<file path="src/rtl/pacman_sprite_render.sv">
// Purpose: composites a 16x16 animated Pac-Man disc over the background pixel stream.
// Latency: 2 cycles from pix/sync/active/bg inputs to col_o/hs_o/vs_o (frame_o aligned with vs_o).
// Backpressure: one position update buffered; pos_ready_o low until that update commits at the next vsync rise.
module pacman_sprite_render #(
    parameter logic [10:0] POS_X_INIT  = 11'd632,
    parameter logic [9:0]  POS_Y_INIT  = 10'd352,
    parameter int unsigned ANIM_FRAMES = 8,
    parameter logic [7:0]  SPRITE_COL  = 8'hFC
) (
    input  logic        clk_i,
    input  logic        rstn_i,
    input  logic [10:0] pix_x_i,
    input  logic [9:0]  pix_y_i,
    input  logic        active_i,
    input  logic        hs_i,
    input  logic        vs_i,
    input  logic [7:0]  bg_col_i,
    input  logic [10:0] pos_x_i,
    input  logic [9:0]  pos_y_i,
    input  logic [1:0]  dir_i,
    input  logic        pos_valid_i,
    output logic        pos_ready_o,
    output logic        hs_o,
    output logic        vs_o,
    output logic [7:0]  col_o,
    output logic        frame_o
);

    typedef enum logic [1:0] {
        DIR_RIGHT = 2'd0,
        DIR_LEFT  = 2'd1,
        DIR_UP    = 2'd2,
        DIR_DOWN  = 2'd3
    } dir_e;

    typedef enum logic [1:0] {
        M_CLOSED = 2'd0,
        M_HALF_A = 2'd1,
        M_OPEN   = 2'd2,
        M_HALF_B = 2'd3
    } mouth_e;

    localparam logic [7:0] ANIM_LAST = 8'(ANIM_FRAMES - 1);

    // committed and shadow sprite state
    logic [10:0] cur_x, shd_x;
    logic [9:0]  cur_y, shd_y;
    dir_e        cur_dir, shd_dir;
    logic        pending;
    logic [7:0]  anim_cnt;
    mouth_e      mouth, mouth_nxt;

    // stage 1 registers (s1_vs doubles as the vsync edge detector history)
    logic [10:0] s1_u;
    logic [9:0]  s1_v;
    logic        s1_in, s1_act, s1_hs, s1_vs;
    logic [7:0]  s1_bg;
    logic        rise_q;

    logic        vs_rise, pos_hs, anim_wrap;
    logic [10:0] u_c;
    logic [9:0]  v_c;

    assign vs_rise     = vs_i && !s1_vs;
    assign pos_ready_o = !pending;
    assign pos_hs      = pos_valid_i && !pending;
    assign anim_wrap   = vs_rise && (anim_cnt == ANIM_LAST);
    assign u_c         = pix_x_i - cur_x;
    assign v_c         = pix_y_i - cur_y;

    // shadow capture on handshake; commit to the live position only at a vsync rise
    always_ff @(posedge clk_i or negedge rstn_i) begin
        if (!rstn_i) begin
            cur_x   <= POS_X_INIT;
            cur_y   <= POS_Y_INIT;
            cur_dir <= DIR_RIGHT;
            shd_x   <= '0;
            shd_y   <= '0;
            shd_dir <= DIR_RIGHT;
            pending <= 1'b0;
        end else if (vs_rise && pending) begin
            cur_x   <= shd_x;
            cur_y   <= shd_y;
            cur_dir <= shd_dir;
            pending <= 1'b0;
        end else if (pos_hs) begin
            shd_x   <= pos_x_i;
            shd_y   <= pos_y_i;
            shd_dir <= dir_e'(dir_i);
            pending <= 1'b1;
        end
    end

    // frame counter paces the mouth animation
    always_ff @(posedge clk_i or negedge rstn_i) begin
        if (!rstn_i) begin
            anim_cnt <= '0;
        end else if (vs_rise) begin
            anim_cnt <= anim_wrap ? 8'd0 : anim_cnt + 8'd1;
        end
    end

    // mouth state register
    always_ff @(posedge clk_i or negedge rstn_i) begin
        if (!rstn_i) mouth <= M_CLOSED;
        else         mouth <= mouth_nxt;
    end

    // mouth sequence advances one step per counter wrap
    always_comb begin
        mouth_nxt = mouth;
        if (anim_wrap) begin
            case (mouth)
                M_CLOSED: mouth_nxt = M_HALF_A;
                M_HALF_A: mouth_nxt = M_OPEN;
                M_OPEN:   mouth_nxt = M_HALF_B;
                M_HALF_B: mouth_nxt = M_CLOSED;
                default:  mouth_nxt = M_CLOSED;
            endcase
        end
    end

    // stage 1: sprite-relative coordinates; wrap-around lands far outside the box
    always_ff @(posedge clk_i or negedge rstn_i) begin
        if (!rstn_i) begin
            s1_u   <= '0;
            s1_v   <= '0;
            s1_in  <= 1'b0;
            s1_act <= 1'b0;
            s1_hs  <= 1'b0;
            s1_vs  <= 1'b0;
            s1_bg  <= '0;
            rise_q <= 1'b0;
        end else begin
            s1_u   <= u_c;
            s1_v   <= v_c;
            s1_in  <= (u_c < 11'd16) && (v_c < 10'd16);
            s1_act <= active_i;
            s1_hs  <= hs_i;
            s1_vs  <= vs_i;
            s1_bg  <= bg_col_i;
            rise_q <= vs_rise;
        end
    end

    // stage 2 geometry: centred doubled coordinates keep the disc symmetric about 7.5
    logic signed [5:0]  a, b, a_abs, b_abs, du, dw;
    logic signed [11:0] rad2;
    logic               body, m_half, m_open, mouth_px;
    logic [7:0]         col_c;

    // disc test, direction-rotated mouth wedge and final colour select
    always_comb begin
        a     = $signed({1'b0, s1_u[3:0], 1'b0}) - 6'sd15;
        b     = $signed({1'b0, s1_v[3:0], 1'b0}) - 6'sd15;
        a_abs = a[5] ? -a : a;
        b_abs = b[5] ? -b : b;
        rad2  = 12'(a * a) + 12'(b * b);
        body  = rad2 <= 12'sd225;
        du    = a;
        dw    = b_abs;
        case (cur_dir)
            DIR_RIGHT: begin du = a;  dw = b_abs; end
            DIR_LEFT:  begin du = -a; dw = b_abs; end
            DIR_UP:    begin du = -b; dw = a_abs; end
            DIR_DOWN:  begin du = b;  dw = a_abs; end
            default:   begin du = a;  dw = b_abs; end
        endcase
        m_half = (du > 6'sd0) && ((dw + dw) <= du);
        m_open = (du > 6'sd0) && (dw <= du);
        case (mouth)
            M_HALF_A, M_HALF_B: mouth_px = m_half;
            M_OPEN:             mouth_px = m_open;
            default:            mouth_px = 1'b0;
        endcase
        if (!s1_act)                     col_c = 8'h00;
        else if (s1_in && body && !mouth_px) col_c = SPRITE_COL;
        else                             col_c = s1_bg;
    end

    // stage 2 output registers
    always_ff @(posedge clk_i or negedge rstn_i) begin
        if (!rstn_i) begin
            hs_o    <= 1'b0;
            vs_o    <= 1'b0;
            col_o   <= '0;
            frame_o <= 1'b0;
        end else begin
            hs_o    <= s1_hs;
            vs_o    <= s1_vs;
            col_o   <= col_c;
            frame_o <= rise_q;
        end
    end

endmodule

</file>
<file path="config.mk">
export PLATFORM = sky130hd
export DESIGN_NAME = pacman_sprite_render
export DESIGN_NICKNAME = d
export VERILOG_FILES = /design/src/rtl/pacman_sprite_render.sv
export SDC_FILE = /design/constraint.sdc
export NUM_CORES = 1
export LEC_CHECK = 0
export BUFFER_PORTS_ARGS = -buffer_cell sky130_fd_sc_hd__buf_2
export CAP_MARGIN = 40
export CORE_MARGIN = 3
export CORE_UTILIZATION = 49
export DETAILED_ROUTE_END_ITERATION = 10
export PLACE_DENSITY = 0.71
export SETUP_SLACK_MARGIN = 0.4
export SYNTH_ARGS = -nofsm -noshare
export SYNTH_HDL_FRONTEND = slang
export SYNTH_SLANG_ARGS = --single-unit
</file>
<file path="constraint.sdc">
create_clock -name clk_i -period 6.25 [get_ports clk_i]
set_input_delay 0.9375 -clock clk_i [delete_from_list [all_inputs] [get_ports clk_i]]
set_output_delay 0.9375 -clock clk_i [all_outputs]
set_load 0.1 [all_outputs]
</file>
After elaboration in Yosys (flattened, before gate mapping)
Index checks and enable logic that the tools add are counted. Widths: inputs -> output; s select.

Flip-flop bits (word level): 89. Bits in latches: 0. Memories kept: 0. Output and inout bits: 12. Word-level logic and storage cells: 76. Bits in read-only memories: 0. Memory bits (writable): 0.

Multiplexer cells: 11. Bitwise logic cells: 1. Shift-type cells: 0. Reductions and logical operators: 19. Div/mod/pow operators: 0. Add/sub/neg operators: 9. Order comparisons: 6. Multiply operators: 2. Equality and inequality tests: 7.

Operators by type and width (count): $mul 6x6->12 (2); $mux 8 (3); $pmux 6 s4 (1); $add 12x12->12 (1); $le 12x9->1 const B (1); $le 6x6->1 (2); $mux 6 (2); $neg 6->6 (2); $pmux 6 s2 (1); $sub 5x4->6 const B (2); $lt 11x5->1 const B (1); $sub 11x11->11 (1); $lt 10x5->1 const B (1); $sub 10x10->10 (1); $logic_and 1x1->1 (9); $add 8x1->8 const B (1); $eq 2x2->1 const B (4); $eq 8x3->1 const B (1); $pmux 2 s4 (1); $add 6x6->6 (1); $gt 6x1->1 const B (1); $reduce_or 2->1 (3); $eq 2x1->1 const B (2); $logic_not 2->1 (2); other kinds (6) (9).

Longest topological paths before layout
Gate-level depths: netlist of the first run.

Depth in word-level cells: 12. Gate-level depth with buffers: 23. Depth with buffers taken out: 23.

Worst setup path before layout of the first run
OpenSTA, ideal clock, no wires.

Kind: flip-flop to flip-flop. Start: register s1_v[3]. End: register col_o[0]. Stages on the path, launching flop included: 24. Period minus slack after synthesis: 5902 ps. Arrival time: 5782 ps. Library setup time: 120 ps. Path slack: 348 ps. Cell sequence: dfrtp_1 -> inv_1 -> ha_1 -> inv_1 -> fa_1 -> xor2_1 -> xnor2_1 -> fa_1 -> inv_1 -> fa_1 -> inv_1 -> fa_1 -> inv_1 -> fa_1 -> inv_1 -> ha_1 -> inv_1 -> fa_1 -> nand2b_1 -> a21oi_1 -> mux2i_1 -> or4_4 -> a21oi_4 -> and3b_1.

Cells in the longest elaborated chain, start to end: 12.

RTL lines: start: declaration (line 55) `logic [9:0] s1_v;`; start signal: assignment (line 136) `s1_v <= v_c;`; $sub 5x4->6 (*) (line 155) `b = $signed({1'b0, s1_v[3:0], 1'b0}) - 6'sd15;`; parallel branches: the longest is 8 deep, another holds $mul 6x6->12; $logic_and 1x1->1 (*) (line 177) `else if (s1_in && body && !mouth_px) col_c = SPRITE_COL;`; $mux 8 (*) (line 177); $mux 8 (*) (line 176) `if (!s1_act) col_c = 8'h00;`; named net col_c[0] (line 150) `logic [7:0] col_c;`; end signal: assignment (line 191) `col_o <= col_c;`; end: declaration (line 25) `output logic [7:0] col_o,`.

Mark *: on every way through the listed nets, which the timed path passes. A chain may end at the register's enable or synchronous reset.

Worst setup path in the final report of the first run
Start: register s1_u[3]. End: register col_o[0].

Cells in the longest elaborated chain, start to end: 12.

RTL lines: start: declaration (line 54) `logic [10:0] s1_u;`; start signal: assignment (line 135) `s1_u <= u_c;`; $sub 5x4->6 (*) (line 154) `a = $signed({1'b0, s1_u[3:0], 1'b0}) - 6'sd15;`; parallel branches: the longest is 8 deep, another holds $mul 6x6->12; $logic_and 1x1->1 (*) (line 177); $mux 8 (*) (line 177); $mux 8 (*) (line 176); named net col_c[0] (line 150).

Marked as above.

==> impl_metrics.env, run 1 <==
export IMPL_outcome="finished, final reports clean"
export IMPL_critPathKind="register to register"
export IMPL_drtIter0Drc=119
export IMPL_yosysTopAreaCellShare_pct=31.2
export IMPL_finalNetCount=856
export IMPL_final_common_cell="inv_1"
export IMPL_crit_end="col_o[0]"
export IMPL_cts_sinks=89
export IMPL_grt_pass1_wl_microns=21200
export IMPL_synth_area_sq_um=6490
export IMPL_cp_startpoint="s1_u[3]"
export IMPL_grt_usage_pct=18.2
export IMPL_clock_fmax_mhz=173
export IMPL_start_util_pct=50.8
export IMPL_synthCells=575
export IMPL_antenna_found_initial=0
export IMPL_layout_common_cells="inv_1 (77), dfrtp_1 (74), buf_2 (68)"
export IMPL_cp_slowest_cell="or4_4"
export IMPL_cp_start_kind="register"
export IMPL_syn_avg_cell_area_sq_um=11.3
export IMPL_die_w_microns=121
export IMPL_clock_path_buffers=2
export IMPL_routedWlPerCell_microns=15.2
export IMPL_timing_hold_violations_final=0
export IMPL_maxSlewHeadroom_pct=59.8
export IMPL_worstReg2RegEnd="col_o[0]"
export IMPL_fp_row_count=41
export IMPL_yosysWarnings=0
export IMPL_drc=0
export IMPL_cp_cell_sequence="buf_4 -> buf_6 -> fa_1 -> xnor2_2 -> xnor2_2 -> fa_1 -> inv_2 -> fa_1 -> inv_2 -> fa_1 -> inv_2 -> fa_2 -> inv_2 -> ha_4 -> inv_2 -> fa_2 -> nand2b_4 -> a21oi_4 -> mux2i_1 -> or4_4 -> a21oi_4 -> and3b_1"
export IMPL_h_tree_depth=3
export IMPL_max_stage_delay_ns=0.55
export IMPL_min_path_type="register to register"
export IMPL_place_congestion=0.928
export IMPL_ys_top_cells_by_area="dfrtp_1 (31%), ha_1 (14%), fa_1 (14%)"
export IMPL_via_per_inst=5.21
export IMPL_synthToLayoutAreaGrowth_pct=20.2
export IMPL_reg2reg_depth=22
export IMPL_critical_path_top_delay_family="adder cells"
export IMPL_pre_cts_ws_ns=0.115
export IMPL_dieArea_sq_um=14700
export IMPL_synth_main_ff_cell="dfrtp_1"
export IMPL_numCtsBuffers=9
export IMPL_coreArea_sq_um=12800
export IMPL_cp_num_cells=22
export IMPL_timing_final_ws_setup_ns=0.480
export IMPL_dp_hpwl_microns=10100
export IMPL_synth_cell_type_count=56
export IMPL_rsz0062_at_grt="false"
export IMPL_grtUsageMet1_pct=21.8
export IMPL_drt_pass1_iter_count=4
export IMPL_use_met2_pct=32.6
export IMPL_holdBufCountCts=0
export IMPL_critPathArrivalTime_ns=6.01
export IMPL_cts_clk_slew_worst_paths_ns=0.07
export IMPL_seq_area_frac_synth_pct=34.4
export IMPL_gr_total_overflow=0
export IMPL_tritoncts="built"
export IMPL_worst_slew_pin_slew_ns=0.602
export IMPL_synth_edf_count=0
export IMPL_r2r_slack_ns=0.48
export IMPL_crit_path_end_kind="register"
export IMPL_ant_nets=0
export IMPL_post_route_util_pct=61.1
export IMPL_post_route_period_util_pct=92.3
export IMPL_finClkSkew_ns=0.00608
export IMPL_port_buffers=69
export IMPL_io_pins=70
export IMPL_synth_top_cell_by_area="dfrtp_1"
export IMPL_whs_ns=0.350
export IMPL_grt_pass1_vias=4665
export IMPL_max_cap_violations=0
export IMPL_ys_ff_latch=89
export IMPL_layout_min_cycle_time_ns=5.77
export IMPL_num_vias=4456
export IMPL_worstPathRequired_ns=6.49
export IMPL_synth_fp_nets=753
export IMPL_setup_viol=0
export IMPL_drive_gt1_share_pct=32.9
export IMPL_path_buf_inv=7
export IMPL_clkLatencyLatePin_ns=0.34
export IMPL_slew_violations=0
export IMPL_crit_top_cell="inv_2"
export IMPL_worstPathMaxFanout=7
export IMPL_async_flop_share_pct=100
export IMPL_grt_start_max_net_pins=50
export IMPL_fp_dieH_microns=121
export IMPL_cts_root_buf="clkbuf_16"
export IMPL_use_met3_pct=2.94
export IMPL_finalSetupTns_ns=0
export IMPL_regToRegStartpoint="s1_u[3]"
export IMPL_routed_wl_microns=13000
export IMPL_busiest_layer="met2"
export IMPL_n_antenna_cell=0
[kinds of logic (layout without fill, tap and decap cells)]
| family | Yosys count | count (layout) | share of synthesized area [%] |
|---|---|---|---|
| multiplexers | 54 | 54 | 9.23 |
| AND/OR/NAND/NOR | 96 | 96 | 8.26 |
| flip-flops | 89 | 89 | 34.4 |
| adder cells (fa/ha/maj) | 120 | 120 | 28.4 |
| buffers and inverters | 100 | 208 | 5.80 |
| AO/OA/AOI/OAI | 75 | 75 | 7.98 |
| XOR/XNOR | 41 | 41 | 5.86 |
[metrics by stage]
| stage | cells | area [sq um] |
|---|---|---|
| floorplan | 575 | 6500 |
| global placement | 810 | 7050 |
| detailed placement | 814 | 7130 |
| CTS | 838 | 7520 |
| global route | 855 | 7800 |
| finish | 855 | 7800 |
[cell usage after synthesis (8+ instances only)]
master and instances:
inv_1 90, dfrtp_1 81, ha_1 74, mux2_2 47
fa_1 46, xnor2_1 32, nor2_1 22, nand2_1 17
a21oi_1 15, o21a_1 14, dfstp_2 8, o21ai_0 8
[area by class of cell]
class | count | area (sq um)
clock buffers | 11 | 253
clock inverters | 5 | 38.8
fillers | 985 | 4970
inverters | 90 | 343
multi-input cells | 386 | 4040
flip-flops and latches | 89 | 2250
well taps | 172 | 215
repair buffers | 102 | 667
[metal layers]
metal  routed length (microns)  vias to the layer above
met5                         0                        -
met4                       309                        0
met3                       393                       23
met2                      7040                       84
met1                      5220                     2215
li1                          -                     2134
[how the worst min path moves through the flow]
stage,startpoint,to,slack (ns),depth (start not counted)
after global routing,rise_q,frame_o,0.36,0
after detailed placement,s1_hs,hs_o,0.34,0
final,s1_hs,hs_o,0.35,0
after floorplan,rise_q,frame_o,0.33,0
after CTS,s1_hs,hs_o,0.35,0
after global placement,rise_q,frame_o,0.33,0
[timing repair]
item / in CTS / in global routing
resized for setup: 18 / 32
setup endpoints to repair: 8 / 8
buffers inserted: 8 / 17
pin swaps: 9 / 24
[worst reg2reg max path, stage by stage, from the launching register on]
cell and delay (ns):
dfrtp_2 0.43, buf_4 0.14, buf_6 0.12, fa_1 0.51, xnor2_2 0.25, xnor2_2 0.11
fa_1 0.50, inv_2 0.04, fa_1 0.54, inv_2 0.04, fa_1 0.52, inv_2 0.04
fa_2 0.42, inv_2 0.07, ha_4 0.13, inv_2 0.04, fa_2 0.37, nand2b_4 0.16
a21oi_4 0.14, mux2i_1 0.09, or4_4 0.55, a21oi_4 0.23, and3b_1 0.21
[state kept, by name (all words and copies together), names as in the netlist]
signal    count
col_o         8
mouth         2
s1_in         1
shd_y        10
s1_u          4
cur_y        10
anim_cnt      8
s1_act        1
s1_vs         1
vs_o          1
pending       1
s1_hs         1
shd_dir       2
s1_v          4
frame_o       1
rise_q        1
cur_x        11
cur_dir       2
shd_x        11
s1_bg         8
hs_o          1
Power of run 1 is left out: the tool's default activity adds up to more than one toggle a clock period on the data nets, which glitch-free logic cannot reach.
==> inputs of run 2 (changes only) <==
CORE_UTILIZATION = 59   (was 49)
PLACE_DENSITY = 0.8   (was 0.71)
clock period = 6.5 ns   (was 6.25 ns; I/O delays follow)
==> run 2 against run 1 <==
- worst hold slack better by 0.0096 ns
- maximum frequency down 4.0%
- via count down 0.79%
- sequential share of layout area up 1.1 points
- critical endpoint is now col_o[1]
- final cell count down 5.4%
- critical path type unchanged
- wire length down 1.8%
==> impl_metrics.env, run 2 (synthesis gave the netlist of run 1 again) <==
export IMPL_finalSetupTns_ns=0
export IMPL_clock_path_buffers=2
export IMPL_finalNetCount=846
export IMPL_ff_latch_area_sq_um=2250
export IMPL_holdBufCountCts=0
export IMPL_finClkSkew_ns=0.00895
export IMPL_post_route_period_util_pct=92.4
export IMPL_cp_start_kind="register"
export IMPL_maxSlewHeadroom_pct=60.8
export IMPL_synthToLayoutAreaGrowth_pct=15.7
export IMPL_outcome="finished, final reports clean"
export IMPL_cp_cell_sequence="buf_6 -> xnor2_1 -> ha_1 -> o21bai_2 -> fa_1 -> fa_1 -> inv_1 -> fa_1 -> inv_1 -> fa_1 -> inv_1 -> fa_2 -> inv_2 -> ha_2 -> inv_1 -> fa_2 -> nand2b_4 -> a21oi_4 -> mux2i_1 -> or4_4 -> a21oi_4 -> and3b_1"
export IMPL_drt_pass1_iter_count=4
export IMPL_fp_dieH_microns=111
export IMPL_cp_slowest_cell="fa_1"
export IMPL_final_common_cell="inv_1"
export IMPL_layout_common_cells="inv_1 (84), dfrtp_1 (74), ha_1 (71)"
export IMPL_port_buffers=69
export IMPL_cts_sinks=89
export IMPL_die_w_microns=111
export IMPL_layout_min_cycle_time_ns=6.01
export IMPL_instances_no_fill=809
export IMPL_ant_nets=0
export IMPL_worst_slew_pin_slew_ns=0.586
export IMPL_tritoncts="built"
export IMPL_grt_pass1_vias=4615
export IMPL_drtIter0Drc=191
export IMPL_fp_row_count=37
export IMPL_setup_viol=0
export IMPL_cts_root_buf="clkbuf_8"
export IMPL_critPathArrivalTime_ns=6.27
export IMPL_gr_total_overflow=0
export IMPL_h_tree_depth=3
export IMPL_drc=0
export IMPL_grt_start_max_net_pins=52
export IMPL_top_regs="cur_x (11), shd_x (11)"
export IMPL_post_place_cells=775
export IMPL_worstPathMaxFanout=5
export IMPL_place_congestion=0.905
export IMPL_min_path_type="register to register"
export IMPL_drive_gt1_share_pct=29.6
export IMPL_grt_usage_pct=21.4
export IMPL_routedWlPerCell_microns=15.7
export IMPL_antenna_found_initial=0
export IMPL_rsz0062_at_grt="false"
export IMPL_critPathKind="register to register"
export IMPL_coreArea_sq_um=10500
export IMPL_routed_wl_microns=12700
export IMPL_slew_violations=0
export IMPL_grt_pass1_wl_microns=21400
export IMPL_n_antenna_cell=0
export IMPL_crit_path_end_kind="register"
export IMPL_timing_hold_violations_final=0
export IMPL_via_per_inst=5.46
export IMPL_clock_fmax_mhz=166
export IMPL_num_vias=4421
export IMPL_io_pins=70
export IMPL_max_stage_delay_ns=0.56
export IMPL_cts_clk_slew_worst_paths_ns=0.09
export IMPL_clkLatencyLatePin_ns=0.37
export IMPL_dp_hpwl_microns=9910
export IMPL_max_cap_violations=0
export IMPL_numCtsBuffers=9
export IMPL_start_util_pct=61.8
export IMPL_fillCellCount=740
export IMPL_multi_input_area_sq_um=3950
export IMPL_dieArea_sq_um=12300
export IMPL_worstPathRequired_ns=6.76
run 2: area by class of cell:
class / count / share of cell area [%]
repair buffers: 92 / 7.63
flip-flops and latches: 89 / 29.9
well taps: 136 / 2.27
clock inverters: 6 / 1.20
multi-input cells: 386 / 52.6
clock buffers: 10 / 1.83
inverters: 90 / 4.58
run 2: worst paths after layout:
path,from,endpoint,slack (ns),depth (start not counted)
setup / recovery,s1_v[1],col_o[1],0.49,22
hold / removal,s1_hs,hs_o,0.36,0
setup reg to reg,s1_v[1],col_o[1],0.49,22
hold reg to reg,s1_hs,hs_o,0.36,0
max in group asynchronous,rstn_i,cur_x[3],5.27,2
min in group asynchronous,rstn_i,s1_hs,0.57,1
run 2: worst max-delay path, delay by kind of cell, from the launching register on:
family | cells | cell delay (ns)
adders and majority gates | 8 | 3.28
AOI/OAI and AO/OA | 3 | 0.58
muxes | 1 | 0.09
xor gates and xnor gates | 1 | 0.12
buffers and inverters | 6 | 0.43
DFF | 1 | 0.45
and+or+nand+nor | 3 | 0.93
run 2: metal layers:
layer | wire length (microns) | track usage [%]
met5 | 0 | 0
met4 | 181 | 5.67
met3 | 460 | 4.37
met2 | 6800 | 37.7
met1 | 5290 | 26.8
run 2: through the flow:
| step | worst slack [ns] | cell area (sq um) | hold slack, ns | util [%] |
|---|---|---|---|---|
| 2_1_floorplan | 0.598 | 6490 | 0.331 | - |
| 3_3_place_gp | 0.490 | 6980 | 0.335 | 66.5 |
| 3_5_place_dp | 0.276 | 7060 | 0.343 | 67.2 |
| 4_1_cts | 0.418 | 7300 | 0.364 | 69.5 |
| 5_1_grt | 0.268 | 7510 | 0.378 | 71.5 |
| 6_report | 0.492 | 7510 | 0.360 | 71.5 |
run 2: repair_timing:
action                     CTS  global route
hold endpoints to repair     0             0
gates resized for setup      3            27
pin swaps                    0            11
setup endpoints to repair    8             8
setup buffers                1            17
Power of run 2 is left out for the same reason.
==> inputs of run 3 (changes only) <==
clock period = 6 ns   (was 6.5 ns; I/O delays follow)
==> run 3 against run 2 <==
- maximum frequency grew 4.8%
- final cell count grew 0.74%
- global-route usage grew 0.80 points
- utilization grew 1.5 points
- wire length grew 6.0%
- non-clock buffer count grew 6
- clock skew grew 0.0026 ns
- design area grew 2.1%
- sequential share of layout area shrank 0.60 points
- clock-buffer cell count grew 1
- critical path depth grew 1
- first-iteration DRC count grew 13%
==> impl_metrics.env, run 3 (synthesis gave the netlist of run 1 again) <==
export IMPL_outcome="finished, final reports clean"
export IMPL_grt_pass1_wl_microns=22400
export IMPL_fp_dieH_microns=111
export IMPL_place_congestion=0.872
export IMPL_start_util_pct=61.8
export IMPL_post_route_period_util_pct=95.6
export IMPL_cts_root_buf="clkbuf_8"
export IMPL_hold_depth=0
export IMPL_drc=0
export IMPL_drive_gt1_share_pct=32.8
export IMPL_cp_slowest_cell="or4_4"
export IMPL_coreArea_sq_um=10500
export IMPL_clock_path_buffers=2
export IMPL_io_pins=70
export IMPL_routedWlPerCell_microns=16.6
export IMPL_rsz0062_at_grt="true"
export IMPL_synthToLayoutAreaGrowth_pct=18.1
export IMPL_gr_total_overflow=0
export IMPL_holdBufCountCts=0
export IMPL_grt_pass1_vias=4823
export IMPL_drt_pass1_iter_count=5
export IMPL_grt_start_max_net_pins=53
export IMPL_cts_sinks=89
export IMPL_regToRegStartpoint="s1_u[1]"
export IMPL_fp_row_count=37
export IMPL_max_stage_delay_ns=0.56
export IMPL_num_vias=4545
export IMPL_n_antenna_cell=0
export IMPL_die_w_microns=111
export IMPL_critPathArrivalTime_ns=5.98
export IMPL_finClkSkew_ns=0.0115
export IMPL_grt_usage_pct=22.2
export IMPL_worstHoldEndpoint="frame_o"
export IMPL_layout_min_cycle_time_ns=5.74
export IMPL_worstPathRequired_ns=6.25
export IMPL_final_common_cell="inv_1"
export IMPL_port_buffers=69
export IMPL_path_buf_inv=7
export IMPL_drtIter0Drc=216
export IMPL_worstReg2RegEnd="col_o[1]"
export IMPL_timing_hold_violations_final=0
export IMPL_maxSlewHeadroom_pct=56.1
export IMPL_cts_clk_slew_worst_paths_ns=0.09
export IMPL_slew_violations=0
export IMPL_routed_wl_microns=13500
export IMPL_h_tree_depth=3
export IMPL_critPathKind="register to register"
export IMPL_ant_nets=0
export IMPL_dp_hpwl_microns=10300
export IMPL_antenna_found_initial=0
export IMPL_min_path_type="register to register"
export IMPL_clock_fmax_mhz=174
export IMPL_clkLatencyLatePin_ns=0.36
export IMPL_finalNetCount=852
export IMPL_cp_start_kind="register"
export IMPL_via_per_inst=5.58
export IMPL_crit_path_end_kind="register"
export IMPL_dieArea_sq_um=12300
export IMPL_numCtsBuffers=9
export IMPL_whs_ns=0.355
export IMPL_layout_common_cells="inv_1 (78), dfrtp_1 (73), buf_2 (69)"
export IMPL_setup_viol=0
export IMPL_critical_path_top_delay_family="adder cells"
export IMPL_max_cap_violations=0
export IMPL_cp_cell_sequence="inv_2 -> nor2_4 -> inv_1 -> fa_1 -> xnor2_2 -> xnor2_1 -> fa_1 -> inv_1 -> fa_1 -> inv_1 -> fa_1 -> inv_1 -> fa_2 -> inv_2 -> ha_4 -> inv_2 -> fa_2 -> nand2b_4 -> a21oi_4 -> mux2i_1 -> or4_4 -> a21oi_4 -> and3b_1"
export IMPL_top_regs="cur_x (11), shd_x (11)"
export IMPL_worstPathMaxFanout=6
export IMPL_r2r_slack_ns=0.26
export IMPL_reg2reg_depth=23
export IMPL_hold_path_startpoint="rise_q"
export IMPL_worst_slew_pin_slew_ns=0.657
export IMPL_finalSetupTns_ns=0
export IMPL_tritoncts="built"
[run 3: per-stage QoR]
step                      area (sq um)  worst slack [ns]  util [%]  cells
after global placement            7100             0.255      67.5    772
after global routing              7670            0.0482      73.0    815
after floorplan                   6600             0.434         -    575
final                             7670             0.264      73.0    815
after detailed placement          7130            0.0597      67.9    775
after CTS                         7500             0.404      71.4    804
[run 3: per-layer routing]
layer,up-vias,global-route usage [%],routed length [microns]
met1,2272,26.9,5430
met5,-,0,0
met3,31,3.44,435
met4,0,7.96,350
met2,115,40.0,7280
li1,2127,-,-
[run 3: what timing repair did]
| item | 4_1_cts | 5_1_grt |
|---|---|---|
| endpoints found under the setup margin | 8 | 8 |
| resized for setup | 12 | 24 |
| pin swaps | 13 | 21 |
| hold endpoints to repair | 0 | 0 |
| setup buffers | 13 | 11 |
[run 3: layout make-up]
cell class	count	area (sq um)
timing repair buffer	98	597
clock buffer	11	151
sequential	89	2250
inverter	90	353
clock inverter	5	62.6
fill	673	2840
multi-input combinational	386	4090
tap	136	170
[run 3: worst max path at each step]
| stage | start | to | slack, ns | cells past startpoint |
|---|---|---|---|---|
| 2_1_floorplan | s1_v[3] | col_o[0] | 0.43 | 19 |
| 3_3_place_gp | s1_u[2] | col_o[0] | 0.26 | 21 |
| 6_report | s1_u[1] | col_o[1] | 0.26 | 23 |
| 3_5_place_dp | s1_u[2] | col_o[0] | 0.06 | 21 |
| 4_1_cts | s1_v[3] | col_o[0] | 0.40 | 23 |
| 5_1_grt | s1_u[3] | col_o[1] | 0.05 | 23 |
Power of run 3 is left out for the same reason.
